<file path="src/rtl/alarm_clock_controller.sv">
// rtl/alarm_clock_controller.sv - keypad entry / alarm-time sequencing FSM for the alarm clock
module alarm_clock_controller #(
  parameter int         TIMEOUT_SEC = 10,
  parameter logic [3:0] NOKEY       = 4'hA
) (
  input  logic        clock,
  input  logic        reset,
  input  logic        one_second,
  input  logic [3:0]  key,
  input  logic        alarm_button,
  input  logic        time_button,
  output logic [15:0] key_buffer,
  output logic        show_alarm,
  output logic        show_new_time,
  output logic        load_new_a,
  output logic        load_new_c,
  output logic        shift
);

  typedef enum logic [2:0] {
    IDLE,
    KEY_STORED,
    KEY_WAIT,
    KEY_ENTRY,
    SHOW_ALARM,
    SET_ALARM,
    SET_TIME
  } state_t;

  state_t      state, next_state;
  logic [3:0]  count, count_next;
  logic [15:0] buffer_next;
  logic        digit, timeout, entry_now, entry_next;

  // Codes above 9 (including the NOKEY code) all read as "nothing pressed".
  assign digit   = (key <= 4'd9) && (key != NOKEY);
  assign timeout = (count == 4'(TIMEOUT_SEC));

  // State, entry-timeout counter and keypad buffer registers.
  always_ff @(posedge clock or posedge reset) begin
    if (reset) begin
      state      <= IDLE;
      count      <= 4'd0;
      key_buffer <= 16'h0000;
    end else begin
      state      <= next_state;
      count      <= count_next;
      key_buffer <= buffer_next;
    end
  end

  // Next-state selection from the current state and keypad/button inputs.
  always_comb begin
    next_state = state;
    case (state)
      IDLE: begin
        if (digit)             next_state = KEY_STORED;
        else if (alarm_button) next_state = SHOW_ALARM;
      end
      KEY_STORED: next_state = KEY_WAIT;
      KEY_WAIT: begin
        if (timeout)     next_state = IDLE;
        else if (!digit) next_state = KEY_ENTRY;
      end
      KEY_ENTRY: begin
        if (alarm_button)     next_state = SET_ALARM;
        else if (time_button) next_state = SET_TIME;
        else if (digit)       next_state = KEY_STORED;
        else if (timeout)     next_state = IDLE;
      end
      SHOW_ALARM: begin
        if (!alarm_button) next_state = IDLE;
      end
      SET_ALARM: next_state = IDLE;
      SET_TIME:  next_state = IDLE;
      default:   next_state = IDLE;
    endcase
  end

  // Counter only runs while staying inside the waiting/entry pair of states;
  // any transition in or out of that pair restarts it from zero.
  always_comb begin
    entry_now  = (state == KEY_WAIT) || (state == KEY_ENTRY);
    entry_next = (next_state == KEY_WAIT) || (next_state == KEY_ENTRY);
    count_next = (entry_now && entry_next) ? count + {3'b000, one_second} : 4'd0;
  end

  // Buffer shifts once per stored digit and is discarded after a load or abandon.
  always_comb begin
    buffer_next = key_buffer;
    case (state)
      KEY_STORED:          buffer_next = {key_buffer[11:0], key};
      SET_ALARM, SET_TIME: buffer_next = 16'h0000;
      KEY_WAIT, KEY_ENTRY: if (next_state == IDLE) buffer_next = 16'h0000;
      default:             buffer_next = key_buffer;
    endcase
  end

  // Moore decode of the display selects and one-cycle strobes.
  always_comb begin
    shift         = 1'b0;
    show_new_time = 1'b0;
    show_alarm    = 1'b0;
    load_new_a    = 1'b0;
    load_new_c    = 1'b0;
    case (state)
      KEY_STORED:          shift         = 1'b1;
      KEY_WAIT, KEY_ENTRY: show_new_time = 1'b1;
      SHOW_ALARM:          show_alarm    = 1'b1;
      SET_ALARM:           load_new_a    = 1'b1;
      SET_TIME:            load_new_c    = 1'b1;
      default:             shift         = 1'b0;
    endcase
  end

endmodule

</file>
<file path="config.mk">
export PLATFORM = sky130hd
export DESIGN_NAME = alarm_clock_controller
export DESIGN_NICKNAME = d
export VERILOG_FILES = /design/src/rtl/alarm_clock_controller.sv
export SDC_FILE = /design/constraint.sdc
export NUM_CORES = 1
export LEC_CHECK = 0
export ABC_AREA = 1
export ABC_CLOCK_PERIOD_IN_PS = 2500
export BUFFER_PORTS_ARGS = -buffer_cell sky130_fd_sc_hd__buf_4
export CELL_PAD_IN_SITES_DETAIL_PLACEMENT = 0
export CELL_PAD_IN_SITES_GLOBAL_PLACEMENT = 1
export CORE_MARGIN = 2
export CORE_UTILIZATION = 41
export CTS_CLUSTER_DIAMETER = 30
export CTS_CLUSTER_SIZE = 8
export DETAILED_ROUTE_END_ITERATION = 8
export PLACE_DENSITY = 0.81
export SLEW_MARGIN = 20
export SYNTH_ARGS = -nofsm -noshare
export SYNTH_HDL_FRONTEND = slang
export SYNTH_SLANG_ARGS = --single-unit
</file>
<file path="constraint.sdc">
create_clock -name clock -period 2.5 [get_ports clock]
set_clock_uncertainty 0.15 [all_clocks]
set_input_delay 0.625 -clock clock [delete_from_list [all_inputs] [get_ports clock]]
set_output_delay 0.625 -clock clock [all_outputs]
set_load 0.1 [all_outputs]
</file>
==> results_dict.tcl <==
set metrics [dict create \
    r2r-start "state[2]" \
    grt_usage 0.162 \
    worstPathRequired_ns 1.73 \
    grt_pass1_wl_mm 4.45 \
    antenna_found_initial 0 \
    rr_worst_depth 9 \
    ant_nets 0 \
    fill_cells 288 \
    die_area_mm2 0.00350 \
    syn_inst 144 \
    vias 1059 \
    insertion_delay_ns 0.30 \
    vias_per_cell 5.17 \
    hold_class "input pin to async pin" \
    die_height_um 59.2 \
    multi_input_area_um2 581 \
    drive_gt1_frac 0.355 \
    final_core_util 0.510 \
    wl_per_cell_um 12.3 \
    cp_max_fo 19 \
    ys_seq_area_frac 0.461 \
    port_buffers 29 \
    final_hold_viol_count 0 \
    syn-num-nets 155 \
    holdWs_ns 0.197 \
    num_antenna_cells 0 \
    rsz0062_at_grt "yes" \
    fin_nets 184 \
    synth_seq_cells 23 \
    numCtsBuffers 3 \
    firstDrtPassIters 4 \
    fmax_ghz 0.413 \
    initial_core_util 0.419 \
    seqCellArea_um2 577 \
    finalCriticalPeriod_ns 2.42 \
    r2r_setup_slack_ns 0.57 \
    yosys_warnings 0 \
    status "finished clean" \
    drt_iter0_drc 24 \
    start_kind "flip-flop" \
    overflow 0 \
    timing.final.crit_share 0.969 \
    drc 0 \
    cts_tree "built" \
    rr_endpoint "key_buffer[11]" \
    clock-sinks 23 \
    tightest_slew_ns 0.410 \
    relSlewSlack 0.726 \
    area_growth_pct 21.6 \
    postCtsSetupRepairBufs 0 \
    grt_max_degree 25 \
    setup_violations 0 \
    maxCapViolCount 0 \
    routed_wl_mm 2.53 \
    place_congestion 0.787 \
    cp.arrival_ns 1.65 \
    synth.avg_cell_area_um2 8.67 \
    root_buffer "clkbuf_4" \
    cts_max_level 1 \
    tns_ns 0 \
    io_pins 30 \
    endpoint_kind "output port" \
    synth_cell_types 25 \
    grt_pass1_vias 1004 \
    die_w_um 59.2 \
    hpwlAfterDp_mm 1.89 \
    synth_area_mm2 0.00125 \
    path_class "flip-flop to output port" \
    slew_violations 0 \
    clockBufferDepth 2 \
    clkSlewWorstSetupHoldPaths_ns 0.12 \
    rows 20 \
    core_mm2 0.00298 \
]
[area by class of cell]
cell class	count	share of cell area
clock buffer	3	0.0148
clock inverter	1	0.00329
inverter	16	0.0395
multi-input combinational	98	0.382
sequential	23	0.380
tap	33	0.0272
timing repair buffer	31	0.153
[routing by layer]
| layer | up-vias | track usage | wire (um) |
|---|---|---|---|
| li1 | 534 | - | - |
| met1 | 507 | 0.207 | 1120 |
| met2 | 18 | 0.294 | 1330 |
| met3 | 0 | 0.0197 | 79 |
| met4 | 0 | 0.0292 | 0 |
| met5 | - | 0 | 0 |
[through the flow]
| stage | instance area, um^2 | cells | setup slack (ns) |
|---|---|---|---|
| after floorplan | 1260 | 144 | -0.316 |
| after global placement | 1490 | 201 | 0.439 |
| after detailed placement | 1490 | 201 | 0.389 |
| after CTS | 1520 | 205 | 0.0316 |
| after global routing | 1520 | 205 | -0.0464 |
| final | 1520 | 205 | 0.0772 |
[cell families (layout without fill, tap and decap cells)]
logic type	after synthesis	in the layout	synth area share
DFF	23	23	0.461
buffers and inverters	23	51	0.0802
and+or+nand+nor	91	91	0.408
AOI/OAI and AO/OA	3	3	0.0170
adders and majority gates	2	2	0.0200
xor gates and xnor gates	2	2	0.0140
[worst max-delay path by stage]
stage             start    endpoint  slack, ns  cells past startpoint
6_report       state[1]       shift       0.08                      4
2_1_floorplan  state[0]  show_alarm      -0.32                      3
5_1_grt        state[1]       shift      -0.05                      4
3_5_place_dp   state[0]  show_alarm       0.39                      3
3_3_place_gp   state[0]  show_alarm       0.44                      3
4_1_cts        state[0]  show_alarm       0.03                      3
[synth_stat cells (all sizes together)]
master / number / share of area
o211ai: 1 / 0.0060
xnor2: 1 / 0.0070
nand3: 22 / 0.13
inv: 16 / 0.048
xor2: 1 / 0.0070
nand4: 17 / 0.085
nand2: 35 / 0.12
clkbuf: 2 / 0.0060
a21oi: 1 / 0.0070
dfrtp: 23 / 0.46
nor2: 15 / 0.063
buf: 5 / 0.026
nor3: 2 / 0.012
o21ai: 1 / 0.0040
ha: 2 / 0.020
[critical path: stages, from the launching register on]
cell,delay [ns]
dfrtp_1,0.46
inv_2,0.30
nand2_4,0.09
nor2_2,0.17
buf_4,0.32
[layout by cell type, fill, tap and decap left out, types with 3 or more instances in the layout]
| cell type | instances |
|---|---|
| nand2_1 | 32 |
| buf_4 | 31 |
| dfrtp_1 | 22 |
| nand4_1 | 17 |
| inv_1 | 13 |
| nand3_1 | 12 |
| nand3_2 | 10 |
| nor2_1 | 9 |
| nor2_2 | 4 |
| inv_2 | 3 |
| clkbuf_4 | 3 |
[sequential cells by signal, indices dropped and copies added (netlist names)]
name,count
state,3
count,4
key_buffer,16
[timing repair]
item	CTS	global route
gates resized for setup	0	1
hold buffers	0	0
endpoints found under the setup margin	0	2
Power is left out: the tool's default activity adds up to more than one toggle a clock period on the data nets, which glitch-free logic cannot reach.
